==> src/rtl/im_uart_loader.sv <==
// UART program loader: receives a sync/length/payload/checksum frame and writes
// 32-bit words into instruction memory while holding the CPU pipeline.
module im_uart_loader #(
  parameter int CLKS_PER_BIT = 868,
  parameter int ADDR_W       = 10
) (
  input  logic              clk,
  input  logic              rst,
  input  logic              rx,
  output logic              im_we,
  output logic [ADDR_W-1:0] im_addr,
  output logic [31:0]       im_wdata,
  output logic              cpu_hold,
  output logic              load_done,
  output logic              load_err,
  output logic [ADDR_W:0]   word_count
);

  localparam int CNT_W = $clog2(CLKS_PER_BIT);
  localparam logic [CNT_W-1:0] CNT_FULL = CNT_W'(CLKS_PER_BIT - 1);
  localparam logic [CNT_W-1:0] CNT_HALF = CNT_W'(CLKS_PER_BIT / 2 - 1);
  localparam logic [16:0] MAX_WORDS = 17'd1 << ADDR_W;

  typedef enum logic [1:0] {RX_IDLE, RX_START, RX_DATA, RX_STOP} rx_state_t;
  typedef enum logic [2:0] {
    L_IDLE, L_LEN_HI, L_LEN_LO, L_DATA, L_WR, L_CSUM, L_DONE, L_ERR
  } ld_state_t;

  rx_state_t        rx_state, rx_next;
  ld_state_t        state, state_next;
  logic             rx_meta, rx_sync, rx_prev;
  logic [CNT_W-1:0] cnt;
  logic [2:0]       bit_idx;
  logic [7:0]       rx_shift, rx_byte;
  logic             byte_valid, frame_err;
  logic [7:0]       len_hi, csum;
  logic [ADDR_W:0]  n_words;
  logic [23:0]      asm_word;
  logic [1:0]       byte_cnt;
  logic [15:0]      len_words;

  assign rx_byte   = rx_shift;
  assign len_words = {len_hi, rx_byte};

  always_comb begin
    rx_next = rx_state;
    case (rx_state)
      RX_IDLE:  if (rx_prev && !rx_sync) rx_next = RX_START;
      RX_START: if (cnt == CNT_HALF) rx_next = rx_sync ? RX_IDLE : RX_DATA;
      RX_DATA:  if (cnt == CNT_FULL && bit_idx == 3'd7) rx_next = RX_STOP;
      RX_STOP:  if (cnt == CNT_FULL) rx_next = RX_IDLE;
      default:  rx_next = RX_IDLE;
    endcase
  end

  always_ff @(posedge clk or negedge rst) begin
    if (!rst) begin
      rx_meta    <= 1'b1;
      rx_sync    <= 1'b1;
      rx_prev    <= 1'b1;
      rx_state   <= RX_IDLE;
      cnt        <= '0;
      bit_idx    <= '0;
      rx_shift   <= '0;
      byte_valid <= 1'b0;
      frame_err  <= 1'b0;
    end else begin
      rx_meta    <= rx;
      rx_sync    <= rx_meta;
      rx_prev    <= rx_sync;
      rx_state   <= rx_next;
      byte_valid <= 1'b0;
      frame_err  <= 1'b0;
      if (rx_state == RX_IDLE || rx_next != rx_state ||
          (rx_state == RX_DATA && cnt == CNT_FULL))
        cnt <= '0;
      else
        cnt <= cnt + CNT_W'(1);
      if (rx_state == RX_IDLE) bit_idx <= '0;
      if (rx_state == RX_DATA && cnt == CNT_FULL) begin
        rx_shift <= {rx_sync, rx_shift[7:1]};
        bit_idx  <= bit_idx + 3'd1;
      end
      // Stop bit sampled at its centre decides between a good byte and a framing error
      if (rx_state == RX_STOP && cnt == CNT_FULL) begin
        byte_valid <= rx_sync;
        frame_err  <= !rx_sync;
      end
    end
  end

  always_comb begin
    state_next = state;
    if (frame_err && !(state inside {L_IDLE, L_DONE, L_ERR})) begin
      state_next = L_ERR;
    end else begin
      case (state)
        L_IDLE, L_DONE, L_ERR:
          if (byte_valid && rx_byte == 8'hA5) state_next = L_LEN_HI;
        L_LEN_HI: if (byte_valid) state_next = L_LEN_LO;
        L_LEN_LO:
          if (byte_valid)
            state_next = (len_words == 16'd0 || {1'b0, len_words} > MAX_WORDS)
                         ? L_ERR : L_DATA;
        L_DATA: if (byte_valid && byte_cnt == 2'd3) state_next = L_WR;
        L_WR:
          state_next = (word_count + (ADDR_W+1)'(1) == n_words) ? L_CSUM : L_DATA;
        L_CSUM:
          if (byte_valid) state_next = (rx_byte == csum) ? L_DONE : L_ERR;
        default: state_next = L_IDLE;
      endcase
    end
  end

  always_ff @(posedge clk or negedge rst) begin
    if (!rst) begin
      state      <= L_IDLE;
      im_we      <= 1'b0;
      im_addr    <= '0;
      im_wdata   <= '0;
      cpu_hold   <= 1'b1;
      load_done  <= 1'b0;
      load_err   <= 1'b0;
      word_count <= '0;
      len_hi     <= '0;
      n_words    <= '0;
      csum       <= '0;
      asm_word   <= '0;
      byte_cnt   <= '0;
    end else begin
      state <= state_next;
      im_we <= 1'b0;
      case (state)
        L_IDLE, L_DONE, L_ERR:
          if (byte_valid && rx_byte == 8'hA5) begin
            cpu_hold   <= 1'b1;
            load_done  <= 1'b0;
            load_err   <= 1'b0;
            word_count <= '0;
            im_addr    <= '0;
            csum       <= '0;
            byte_cnt   <= '0;
          end
        L_LEN_HI: if (byte_valid) len_hi <= rx_byte;
        L_LEN_LO: if (byte_valid) n_words <= len_words[ADDR_W:0];
        L_DATA:
          if (byte_valid) begin
            asm_word <= {asm_word[15:0], rx_byte};
            csum     <= csum ^ rx_byte;
            byte_cnt <= byte_cnt + 2'd1;
            if (byte_cnt == 2'd3) begin
              im_we    <= 1'b1;
              im_wdata <= {asm_word, rx_byte};
              im_addr  <= word_count[ADDR_W-1:0];
            end
          end
        L_WR: word_count <= word_count + (ADDR_W+1)'(1);
        default: ;
      endcase
      if (state_next == L_ERR && state != L_ERR) begin
        load_err <= 1'b1;
        cpu_hold <= 1'b1;
      end
      if (state_next == L_DONE && state != L_DONE) begin
        load_done <= 1'b1;
        cpu_hold  <= 1'b0;
      end
    end
  end

endmodule

==> config.mk <==
export PLATFORM = sky130hd
export DESIGN_NAME = im_uart_loader
export DESIGN_NICKNAME = d
export VERILOG_FILES = /design/src/rtl/im_uart_loader.sv
export SDC_FILE = /design/constraint.sdc
export NUM_CORES = 1
export LEC_CHECK = 0
export CAP_MARGIN = 20
export CORE_ASPECT_RATIO = 0.5
export CORE_MARGIN = 2
export CORE_UTILIZATION = 57
export CTS_CLUSTER_SIZE = 16
export DETAILED_ROUTE_END_ITERATION = 10
export PLACE_DENSITY = 0.79
export RECOVER_POWER = 100
export SLEW_MARGIN = 20
export SYNTH_ARGS = -nofsm -noshare
export SYNTH_HDL_FRONTEND = slang
export SYNTH_SLANG_ARGS = --single-unit
==> constraint.sdc <==
create_clock -name clk -period 3.1 [get_ports clk]
set_input_delay 0.465 -clock clk [delete_from_list [all_inputs] [get_ports clk]]
set_output_delay 0.465 -clock clk [all_outputs]
set_load 0.01 [all_outputs]
==> run metrics <==
net count after synthesis 649; clk root buf clkbuf_16; RSZ-0062 raised after global routing false; setup TNS 0 ps; Vias per Instance ~5.7; post-synthesis simple-gate area fraction 0.2027; hold_ws between 300 and 400 ps; Max-slew headroom -0.7501; worst-margin pin slew 2625 ps; multiplexer share of the synthesized area 0.06361; Mapped Area between 6000 and 7000 um^2; vias in the first global route ~4700; flop2flop setup slack 220 ps; Initial Util 0.5840; Post-DRT Antenna Nets 0; Sink Count 141; IO Pins 60; failing checks max-capacitance violations, max-slew violations; Final Power 3.954 mW; total grt overflow 0; Core ar. 10980 um^2; Final Util 0.6876; finished layout cell area 7550 um^2; main area contributors after synthesis dfrtp_1 (53%), nand2_1 (12%), mux2_2 (5.3%); DP Worst Slack around 380 ps; layout cells sized above 1 0.1106; largest net degree at the start of global routing 111; vias a little under 5000; Global Route Usage Sum 0.2448; largest family of logic cells by synthesized area simple AND/OR/NAND/NOR gates; Longest Clk Path Bufs 2; Seq cells post-synth 141; n_diodes 0; crit share post-route 0.9283; Clk Latency, worst-skew pair 420 ps; DIE AREA 12170 um^2; Cells after DPL 818; DRC viols 0; hold crit path type reg2reg; fin crit period 2878 ps; worst-path cell chain or4_1 > a2111oi_4 > or2_1 > o21ai_0 > a22o_1; Post-CTS Resized 0; Clock Skew 7.694 ps; Setup CP Type reg2reg; port bufs 59; element type at the critical path end flip-flop; Die X 154 um; Gate Count Post-Synth 640; type of origin of the critical path flip-flop; router iterations before antenna repair 5; setup bufs post-CTS 0; Synth top area share 0.5346; prevailing post-synth register cell dfrtp_1; Setup-failing EPs final 0; FFs w/ async S/R, synth 1.000; first-pass GRT wire length 23260 um; Final Max Tran Viols roughly 110; VDD IR max 0.0003969 V; Synth Area in Compound Gates 0.08722; most common cell after layout, fill and taps aside nand2_1; YS warnings 0; Synth Area in XOR/XNOR 0.04234; Routed WL 13770 um; initial antenna violation count 0; Critical Path RT 3420 ps; post-place instance area 7057 um^2; # nets final 701; Final WS setup around 220 ps; # Max-Cap Violations 1; CTS H-tree depth 4; status finished with violations; Num CTS Buffers 17; RePlAce Congestion approximately 0.87; most frequent cells in the layout nand2_1 (204), dfrtp_1 (137), dlygate4sd3_1 (58); final hold vios 0; CP max stage delay between 700 and 800 ps; Avg Cell Area, Syn 10.02 um^2; Pleak 3.931 nW; Post-synth EDFFs 0; Reg clk slew, reported paths 70 ps; worst-path maximum fanout 10; critical path's slowest cell a2111oi_4; Achievable Freq 347.5 MHz; Final Non-Filler Cells 850; Power Density 523.8 nW/um^2; DR WL/cell 16.19 um; Yosys cell types 57; DP HPWL 8752 um; sequential area share after synthesis 0.5510; Rows 27; CTS tree yes; die span in y 79 um; 1st-iter DRT viols 353; Worst Path Arrival 3190 ps; cts hold-fix bufs 0; Area Overhead vs Synth 17.74%; Adder-Cell Fraction of Synth Area 0.01171; Synth area leader dfrtp_1
## layer usage
metal  global-route usage  share of wire
met5                    0              0
met4              0.07477          0.011
met3              0.05076          0.057
met2               0.3969           0.47
met1               0.3386           0.46
## cells in the mapped netlist, types with 3 or more instances
library cell  number
xor2_1            18
nor3_1             8
nor2_1            32
nor4_1             5
buf_6              4
clkbuf_8           5
xnor2_1           13
a22o_1            18
o22ai_1            4
dfstp_2            4
inv_1             10
nor2b_1            4
nand2b_1           4
nor3b_1            5
a21oi_1            4
nand3_1           13
ha_1               6
o31ai_1            3
mux2i_1            7
o21ai_0           24
nand2_1          204
mux2_2            30
clkbuf_1          23
dfrtp_1          137
and2_1             3
and3_1             9
a31oi_1            4
## cell type report
class,count,area (um^2)
inverters,11,41.29
clock buffers,18,429.2
well taps,145,181.4
flip-flops and latches,141,3533
fillers,815,3430
repair buffers,69,639.4
clock inverters,14,128.9
multi-input cells,452,2596
## worst max-delay path, delay by kind of cell (launching register included)
family,cells,cell delay [ps]
AOI/OAI and AO/OA,3,1160
and+or+nand+nor,2,1060
DFF,1,540
## cell families (layout without fill, tap and decap cells)
| kind of cell | count (synthesis) | in the layout |
|---|---|---|
| DFF | 141 | 141 |
| muxes | 37 | 37 |
| xor gates and xnor gates | 31 | 31 |
| AOI/OAI and AO/OA | 77 | 77 |
| buffers and inverters | 47 | 112 |
| adders and majority gates | 6 | 6 |
| and+or+nand+nor | 301 | 301 |
## power breakdown
group          internal, mW  total, mW  switching [mW]
clock network          1.05       1.91           0.860
registers              1.88       1.91          0.0381
logic                0.0463      0.125          0.0787
total                  2.98       3.95           0.977
## flip-flops by register name, summed over array words and instances, names as in the netlist, 2 cells and up
| signal | count |
|---|---|
| asm_word | 24 |
| bit_idx | 3 |
| byte_cnt | 2 |
| cnt | 10 |
| csum | 8 |
| im_addr | 10 |
| im_wdata | 32 |
| len_hi | 8 |
| n_words | 11 |
| rx_byte | 8 |
| rx_state | 2 |
| state | 3 |
| word_count | 11 |
## final timing paths
path	endpoint	from	cells past startpoint
setup / recovery	word_count[5]	rx_byte[3]	5
hold / removal	rx_sync	rx_meta	0
setup reg to reg	word_count[5]	rx_byte[3]	5
hold reg to reg	rx_sync	rx_meta	0
max in group asynchronous	im_addr[2]	rst	2
min in group asynchronous	bit_idx[1]	rst	1
Note: power is estimated with default switching activity, not from simulation.
